<file path="src/rtl/frame_read_sequencer_pkg.sv">
// Shared definitions for the frame read sequencer: FSM state encodings,
// pixel packing constant and a width helper.
package frame_read_sequencer_pkg;

  localparam logic [1:0] STATE_IDLE  = 2'b00;
  localparam logic [1:0] STATE_VSYNC = 2'b01;
  localparam logic [1:0] STATE_HSYNC = 2'b10;
  localparam logic [1:0] STATE_DATA  = 2'b11;

  localparam int unsigned BYTES_PER_PIXEL = 3;

  // $clog2 clamped to at least one bit so degenerate sizes still elaborate
  function automatic int unsigned clog2_min1(input int unsigned v);
    return (v > 1) ? $clog2(v) : 1;
  endfunction

endpackage

</file>
<file path="src/rtl/frame_read_sequencer_sync_delay_counter.sv">
// Loadable down-counter with a registered terminal-count flag; the flag is
// high while the count sits at zero.
module frame_read_sequencer_sync_delay_counter #(
  parameter int unsigned CNT_WIDTH = 8
) (
  input  logic                 clk,
  input  logic                 reset,
  input  logic                 load_i,
  input  logic [CNT_WIDTH-1:0] load_val_i,
  input  logic                 dec_i,
  output logic                 tc_o
);

  logic [CNT_WIDTH-1:0] count_q, count_d;

  always_comb begin
    count_d = count_q;
    if (load_i) begin
      count_d = load_val_i;
    end else if (dec_i && (count_q != '0)) begin
      count_d = count_q - CNT_WIDTH'(1);
    end
  end

  always_ff @(posedge clk or posedge reset) begin
    if (reset) begin
      count_q <= '0;
      tc_o    <= 1'b0;
    end else begin
      count_q <= count_d;
      tc_o    <= (count_d == '0);
    end
  end

endmodule

</file>
<file path="src/rtl/frame_read_sequencer.sv">
// Frame read sequencer: VSYNC/HSYNC timing plus pixel-pair byte addresses,
// paced by pix_ready. Define BOTTOM_UP_EN for bottom-up image storage.
module frame_read_sequencer
  import frame_read_sequencer_pkg::*;
#(
  parameter int unsigned IMAGE_WIDTH  = 768,
  parameter int unsigned IMAGE_HEIGHT = 512,
  parameter int unsigned START_DELAY  = 100,
  parameter int unsigned HSYNC_DELAY  = 160,
  parameter int unsigned ADDR_WIDTH   = 21,
  localparam int unsigned ROW_WIDTH   = clog2_min1(IMAGE_HEIGHT)
) (
  input  logic                  clk,
  input  logic                  reset,
  input  logic                  start,
  input  logic                  pix_ready,
  output logic                  vertical_Pulse,
  output logic                  horizontal_Pulse,
  output logic                  pix_valid,
  output logic [ADDR_WIDTH-1:0] pixel_Addr,
  output logic [ROW_WIDTH-1:0]  row_Index,
  output logic                  done_Flag
);

  localparam int unsigned COL_WIDTH = clog2_min1(IMAGE_WIDTH);
  localparam int unsigned DLY_MAX   = (START_DELAY > HSYNC_DELAY) ? START_DELAY : HSYNC_DELAY;
  localparam int unsigned CNT_WIDTH = clog2_min1(DLY_MAX);

  localparam logic [CNT_WIDTH-1:0]  VSYNC_LOAD = CNT_WIDTH'(START_DELAY - 1);
  localparam logic [CNT_WIDTH-1:0]  HSYNC_LOAD = CNT_WIDTH'(HSYNC_DELAY - 1);
  localparam logic [COL_WIDTH-1:0]  COL_LAST   = COL_WIDTH'(IMAGE_WIDTH - 2);
  localparam logic [ROW_WIDTH-1:0]  ROW_LAST   = ROW_WIDTH'(IMAGE_HEIGHT - 1);
  localparam logic [ADDR_WIDTH-1:0] PAIR_BYTES = ADDR_WIDTH'(2 * BYTES_PER_PIXEL);
  localparam logic [ADDR_WIDTH-1:0] ROW_BYTES  = ADDR_WIDTH'(64'(BYTES_PER_PIXEL) * 64'(IMAGE_WIDTH));
`ifdef BOTTOM_UP_EN
  // Display row 0 maps to the last stored row; each new row steps back one row
  localparam logic [ADDR_WIDTH-1:0] FIRST_BASE = ADDR_WIDTH'(64'(BYTES_PER_PIXEL) * 64'(IMAGE_WIDTH)
                                                             * 64'(IMAGE_HEIGHT - 1));
  localparam logic [ADDR_WIDTH-1:0] ROW_STEP   = ADDR_WIDTH'(0) - ROW_BYTES;
`else
  localparam logic [ADDR_WIDTH-1:0] FIRST_BASE = '0;
  localparam logic [ADDR_WIDTH-1:0] ROW_STEP   = ROW_BYTES;
`endif

  logic [1:0]            state_q, state_d;
  logic [COL_WIDTH-1:0]  col_q, col_d;
  logic [ROW_WIDTH-1:0]  row_d;
  logic [ADDR_WIDTH-1:0] addr_d;
  logic [ADDR_WIDTH-1:0] base_q, base_d;
  logic                  done_d;
  logic                  dly_load, dly_dec, dly_tc;
  logic [CNT_WIDTH-1:0]  dly_load_val;

  frame_read_sequencer_sync_delay_counter #(
    .CNT_WIDTH (CNT_WIDTH)
  ) u_sync_delay (
    .clk        (clk),
    .reset      (reset),
    .load_i     (dly_load),
    .load_val_i (dly_load_val),
    .dec_i      (dly_dec),
    .tc_o       (dly_tc)
  );

  // Next-state, counter and address sequencing
  always_comb begin
    state_d      = state_q;
    col_d        = col_q;
    row_d        = row_Index;
    addr_d       = pixel_Addr;
    base_d       = base_q;
    done_d       = 1'b0;
    dly_load     = 1'b0;
    dly_dec      = 1'b0;
    dly_load_val = VSYNC_LOAD;
    case (state_q)
      STATE_IDLE: begin
        if (start) begin
          state_d  = STATE_VSYNC;
          col_d    = '0;
          row_d    = '0;
          base_d   = FIRST_BASE;
          addr_d   = FIRST_BASE;
          dly_load = 1'b1;
        end
      end
      STATE_VSYNC: begin
        if (dly_tc) begin
          state_d      = STATE_HSYNC;
          dly_load     = 1'b1;
          dly_load_val = HSYNC_LOAD;
        end else begin
          dly_dec = 1'b1;
        end
      end
      STATE_HSYNC: begin
        if (dly_tc) begin
          state_d = STATE_DATA;
        end else begin
          dly_dec = 1'b1;
        end
      end
      STATE_DATA: begin
        if (pix_ready) begin
          if (col_q != COL_LAST) begin
            col_d  = col_q + COL_WIDTH'(2);
            addr_d = pixel_Addr + PAIR_BYTES;
          end else if (row_Index != ROW_LAST) begin
            state_d      = STATE_HSYNC;
            col_d        = '0;
            row_d        = row_Index + ROW_WIDTH'(1);
            base_d       = base_q + ROW_STEP;
            addr_d       = base_q + ROW_STEP;
            dly_load     = 1'b1;
            dly_load_val = HSYNC_LOAD;
          end else begin
            state_d = STATE_IDLE;
            done_d  = 1'b1;
          end
        end
      end
      default: state_d = STATE_IDLE;
    endcase
  end

  // Sync outputs are decoded from the next state so they align with the state register
  always_ff @(posedge clk or posedge reset) begin
    if (reset) begin
      state_q          <= STATE_IDLE;
      col_q            <= '0;
      row_Index        <= '0;
      pixel_Addr       <= '0;
      base_q           <= '0;
      done_Flag        <= 1'b0;
      vertical_Pulse   <= 1'b0;
      horizontal_Pulse <= 1'b0;
    end else begin
      state_q          <= state_d;
      col_q            <= col_d;
      row_Index        <= row_d;
      pixel_Addr       <= addr_d;
      base_q           <= base_d;
      done_Flag        <= done_d;
      vertical_Pulse   <= (state_d == STATE_VSYNC);
      horizontal_Pulse <= (state_d == STATE_DATA);
    end
  end

  assign pix_valid = horizontal_Pulse;

endmodule

</file>
<file path="config.mk">
export PLATFORM = sky130hd
export DESIGN_NAME = frame_read_sequencer
export DESIGN_NICKNAME = d
export VERILOG_FILES = /design/src/rtl/frame_read_sequencer_pkg.sv /design/src/rtl/frame_read_sequencer_sync_delay_counter.sv /design/src/rtl/frame_read_sequencer.sv
export SDC_FILE = /design/constraint.sdc
export NUM_CORES = 1
export LEC_CHECK = 0
export CAP_MARGIN = 20
export CELL_PAD_IN_SITES_DETAIL_PLACEMENT = 1
export CELL_PAD_IN_SITES_GLOBAL_PLACEMENT = 2
export CORE_UTILIZATION = 32
export DETAILED_ROUTE_END_ITERATION = 6
export GPL_TIMING_DRIVEN = 0
export PLACE_DENSITY = 0.84
export SLEW_MARGIN = 10
export SYNTH_ARGS = -nofsm -noshare
export SYNTH_HDL_FRONTEND = slang
export SYNTH_HIERARCHICAL = 1
export SYNTH_SLANG_ARGS = --single-unit
</file>
<file path="constraint.sdc">
create_clock -name clk -period 3.3 [get_ports clk]
set_clock_uncertainty 0.05 [all_clocks]
set_input_delay 0.66 -clock clk [delete_from_list [all_inputs] [get_ports clk]]
set_output_delay 0.66 -clock clk [all_outputs]
set_load 0.005 [all_outputs]
</file>
**After elaboration in Yosys (flattened, before gate mapping)**

Index checks and enable logic that the tools add are counted.
W data, S select, Z words.

- Bits of input ports: 4
- Register bits after elaboration: 75

- $add $sub $neg: 5
- Muxes and demuxes: 44
- Equal/unequal tests: 12
- Reductions and logical operators: 8

Operator list:

| kind | number |
|---|---|
| $mux W21 | 6 |
| $pmux W21 S2 | 2 |
| $mux W8 | 6 |
| $mux W10 | 4 |
| $mux W9 | 4 |
| $add A21 B12 Y21 const B | 1 |
| $add A21 B3 Y21 const B | 1 |
| $pmux W10 S2 | 1 |
| $pmux W9 S2 | 1 |
| $pmux W8 S2 | 1 |
| $mux W2 | 6 |
| $mux W1 | 11 |
| $add A10 B2 Y10 const B | 1 |
| $ne A10 B10 Y1 const B | 1 |
| $add A9 B1 Y9 const B | 1 |
| $ne A9 B9 Y1 const B | 1 |
| $logic_not A8 Y1 | 1 |
| $ne A2 B2 Y1 const B | 4 |
| $pmux W2 S4 | 1 |
| $reduce_bool A8 Y1 | 1 |
| $sub A8 B1 Y8 const B | 1 |
| $eq A2 B2 Y1 const B | 3 |
| $reduce_and A5 Y1 | 1 |
| $eq A2 B1 Y1 const B | 2 |
| 7 further kinds | 7 |

**Depth between registers and ports, before layout**

- Depth in word-level cells: 7
- Gate-level depth with buffers: 15

**Modules after synthesis**

Netlist, hierarchy kept.

By module, submodules not included:

| module | times used | cells an instance | seq. area each (um^2) | area an instance (um^2) |
|---|---|---|---|---|
| frame_read_sequencer | 1 | 389 | 1426.4 | 3348.2 |
| frame_read_sequencer_sync_delay_counter | 1 | 62 | 225.2 | 599.3 |

**Worst setup path before layout**

Ideal clock, no wire load.

- Path type: register -> register
- Start point: register row_Index[0]
- End point: register u_sync_delay.tc_o
- Buffers on the path: 0
- Library setup time: 0.096 ns
- Required time: 3.154 ns
- Clock period less this slack: 2.993 ns
- Path slack: 0.307 ns
- Arrival time: 2.848 ns
- Stages on the path, launching flop included: 15
- Cells stage by stage: dfrtp_1 ha_1 nand2_1 nor2_1 ha_1 nor3b_1 nand3_1 nor2_1 a21oi_1 a21oi_1 inv_1 a31oi_1 o41ai_1 or2_2 nor4_2

- Word-level cells in the longest chain between the ends: 7
- Elaborated cells on any way between the ends: 11

Ends and longest elaborated chain:

| what | line | source |
|---|---|---|
| from (decl) | frame_read_sequencer.sv:21 | `output logic [ROW_WIDTH-1:0] row_Index,` |
| from (signal assigned) | frame_read_sequencer.sv:140 | `row_Index <= row_d;` |
| $ne A9 B9 Y1 | frame_read_sequencer.sv:108 | `end else if (row_Index != ROW_LAST) begin` |
| $mux W1 | frame_read_sequencer.sv:108 |  |
| $mux W1 | frame_read_sequencer.sv:105 | `if (col_q != COL_LAST) begin` |
| $mux W1 | frame_read_sequencer.sv:104 | `if (pix_ready) begin` |
| $pmux W1 S3 | frame_read_sequencer.sv:76 | `case (state_q)` |
| named net dly_load | frame_read_sequencer.sv:51 | `logic dly_load, dly_dec, dly_tc;` |
| $mux W8 | frame_read_sequencer_sync_delay_counter.sv:18 | `if (load_i) begin` |
| named net u_sync_delay.count_d[2] | frame_read_sequencer_sync_delay_counter.sv:14 | `logic [CNT_WIDTH-1:0] count_q, count_d;` |
| $logic_not A8 Y1 | frame_read_sequencer_sync_delay_counter.sv:31 | `tc_o <= (count_d == '0);` |
| to (signal assigned) | frame_read_sequencer_sync_delay_counter.sv:31 |  |
| to (decl) | frame_read_sequencer_sync_delay_counter.sv:11 | `output logic tc_o` |

The timed path passes the listed nets, and every way through them passes these cells.
A chain may end at the register's enable or synchronous reset.

**Final worst setup path**

- Start point: register row_Index[4]
- End point: register u_sync_delay.tc_o

Same word-level chain as after synthesis.

==> impl_metrics.ini <==
[timing]
worstMarginPinSlew_ns = 0.856
setup_viol = 0
finalMaxSlewViolations = 0
setup_ws_ns = 0.209
post-route-period-util_pct = 93.7
whs_ns = 0.441
hold_violations = 0
timing.final.crit_period_ns = 3.09
clock.fmax_mhz = 324
slew_headroom_pct = 42.9
rsz0062_at_grt = false

[drt]
wire_per_inst_um = 18.0
vias = 3655
ant_nets = 0
drc = 0
via_per_inst = 5.55
drt-pass1-iter-count = 4
drtIter0Drc = 146
drt_wl_total_um = 11800

[die]
coreArea_mm2 = 0.0120
io_pins = 38
die_w_um = 113
start_util_pct = 32.9
die_y_um = 113
fp-row-count = 40
die_area_mm2 = 0.0128

[cts]
clock_sinks = 66
cts_htree_levels = 3
clk_pin_slew_ns = 0.06
cts_tree = yes
clk_root_buffer_cell = clkbuf_16
cts_buffer_depth = 2
numCtsBuffers = 9
cts_hold_buf = 0
clk-insertion-delay-late_ns = 0.34

[synth]
syn_area_mm2 = 0.00395
synth_top_area_share_pct = 41.8
synthArstFlopShare_pct = 100
avgSynthCellArea_um2 = 8.75
synth_top_family_by_area = simple AND/OR/NAND/NOR gates
synth_area_leader_cell = dfrtp_1
synth-edff-count = 0
synthFlopType = dfrtp_1
syn_inst = 451
synth_seq_area_share_pct = 41.8
synth-simple-area-share_pct = 25.9
synthAdderAreaFrac_pct = 3.49
synth-seq-cells = 66
synth_compound_area_share_pct = 18.9
netlist-cell-type-count = 65
synth.mux.area_fraction_pct = 0.539
ys_warn_count = 6
synth_xor_xnor_area_share_pct = 5.55
synth_area_leaders = dfrtp_1 42%, nand2_1 6.4%, o21ai_0 4.3%, nor2_1 3.6%, ha_1 3.5%

[hold_path]
min_from = pixel_Addr[0]$_DFFE_PP0P_
min_path_type = flip-flop to flip-flop

[power]
p_leak_nw = 2.02
finalPower_w = 0.00277
peakVddDrop_uv = 306
power_density_mw_per_mm2 = 568

[grt]
grt_max_degree = 58
overflow = 0
gr-usage-all-layers_pct = 20.4
grt_pass1_vias = 3837
grt_pass1_wl_um = 20200
antenna_found_initial = 0

[setup_path]
reg2regPathDepth = 18
path_common_cell = buf_4
reg2reg_setup_slack_ns = 0.21
worstSetupPathType = flip-flop to flip-flop
worstPathRequired_ns = 3.50
slowest_delay_ns = 0.40
cp-endpoint = u_sync_delay/tc_o$_DFF_PP0_
r2r-start = row_Index[4]$_DFFE_PP0P_
cp_data_arrival_time_ns = 3.29
cp-start-kind = flip-flop
end_kind = flip-flop
setup.worst_path.start = row_Index[4]$_DFFE_PP0P_
path_cells = nand2_1 -> nor2_1 -> nand2_1 -> nor2_1 -> ha_2 -> nor3b_2 -> nand3_2 -> nor2_2 -> a21oi_2 -> a21oi_2 -> buf_4 -> buf_4 -> buf_4 -> and2_1 -> a31oi_1 -> o41ai_1 -> or2_2 -> nor4_2
slowest_stage = dfrtp_1
critPathMaxFanout = 6
r2r_end = u_sync_delay/tc_o$_DFF_PP0_

[flow_run]
max-cap-violations = 0

[final_layout]
post-route-util_pct = 40.7
area_growth_pct = 23.7
layout.nets = 521
drive_above_1_share_pct = 11.2
finalNonFillerCells = 658
regArea_mm2 = 0.00165
multi_input_area_mm2 = 0.00217
antenna_cells = 0
fillers = 1434

[place]
pre_cts_ws_ns = -0.434
routabilityCongestion = 0.813
dpl.hpwl_um = 8370
portBuffers = 37
placed_cells = 636

[status]
outcome = finished, final reports clean
layer usage:
layer / up-vias / GRT usage [%] / part of all wire, %
met4: 0 / 9.30 / 2.4
met1: 1847 / 26.6 / 47
met5: - / 0 / 0
met2: 53 / 33.6 / 48
met3: 18 / 3.11 / 2.2
li1: 1737 / - / -
critical path, delay by kind of cell (launching register included):
kind / cells / cell delay (ns)
buffers and inverters: 3 / 0.42
and+or+nand+nor: 10 / 1.40
AOI/OAI and AO/OA: 4 / 0.47
DFF: 1 / 0.40
adders and majority gates: 1 / 0.25
synth_stat cells, drive strengths merged, types with 4 or more instances:
library cell and instances:
nand2 67, dfrtp 66, nor2 40, o21ai 36, nand3 23, a21oi 18, a31oi 17, inv 17
nor3 17, xor2 15, ha 11, xnor2 10, clkbuf 9, and3 8, buf 7, nor4 7
nor2b 6, a21o 5, nand4 5, or2 5, and2 4, o211ai 4, o22ai 4, o31ai 4
state kept, by name, summed over array words and instances (netlist names):
name	cells
done_Flag	1
horizontal_Pulse	1
row_Index	9
u_sync_delay/count_q	8
vertical_Pulse	1
u_sync_delay/tc_o	1
state_q	2
pixel_Addr	21
col_q	9
base_q	13
area by class of cell:
type,count,share of cell area (%)
Clock buffer,14,5.41
Tap cell,147,3.77
Multi-Input combinational cell,353,44.5
Inverter,17,1.36
Buffer,16,1.84
Timing Repair Buffer,43,8.51
Clock inverter,2,0.717
Sequential cell,66,33.9
repair_timing:
item                       in CTS  in global routing
gates resized for setup         3                  9
setup buffers                   2                  4
setup endpoints to repair       3                  3
pin swaps                       1                  1
cells by family (layout without fill, tap and decap cells):
group / after synthesis / after routing
adder cells (fa/ha/maj): 11 / 11
buffers and inverters: 33 / 92
other: 1 / 2
flip-flops: 66 / 66
AO/OA/AOI/OAI: 112 / 112
XOR/XNOR: 25 / 25
multiplexers: 2 / 2
AND/OR/NAND/NOR: 201 / 201
report_power, final:
part           total, W  switching [W]  leakage [nW]  internal [W]
Sequential     0.000947      0.0000674         0.901      0.000880
Clock          0.000990       0.000364         0.147      0.000626
Combinational  0.000834       0.000505         0.969      0.000329
Total           0.00277       0.000937          2.02       0.00183
stage by stage:
stage	cell area (um2)	TNS (ns)
floorplan	3950	0
global placement	4510	-6.25
detailed placement	4510	-0.564
CTS	4840	0
global route	4880	0
finish	4880	0
worst min-delay path by stage:
stage	end	slack [ns]	cells past startpoint
after floorplan	pixel_Addr[0]$_DFFE_PP0P_	0.43	1
after global placement	pixel_Addr[0]$_DFFE_PP0P_	0.42	1
after detailed placement	pixel_Addr[0]$_DFFE_PP0P_	0.43	1
after CTS	pixel_Addr[0]$_DFFE_PP0P_	0.45	1
after global routing	pixel_Addr[0]$_DFFE_PP0P_	0.48	1
final	pixel_Addr[0]$_DFFE_PP0P_	0.44	1
layout by cell type, fill, tap and decap left out, types with 3 or more instances in the layout:
master           Yosys  routed
nor2_2               2       3
a21oi_1             17      15
and4_1               3       3
a22o_1               3       3
clkbuf_16            0       9
nor2_1              38      37
or3_1                3       3
a2111oi_0            3       3
ha_1                11      10
nor3_1              16      16
nor4_1               5       5
inv_1               17      15
or2_2                5       5
o31ai_1              3       3
nor2b_1              6       6
dfrtp_1             66      64
nand4_1              5       5
buf_4                1       7
a21o_1               5       5
xor2_1              15      15
nand3_1             22      21
nand2b_1             3       3
nand2_1             67      67
buf_2                4       3
and2_1               4       4
clkbuf_1             9      12
o21ai_0             34      34
and3_1               8       8
a31oi_1             17      17
o211ai_1             3       3
xnor2_1             10      10
a21oi_2              1       3
buf_6                2       3
clkdlybuf4s50_1      0      37
o22ai_1              4       4
Note: power is estimated with default switching activity, not from simulation.
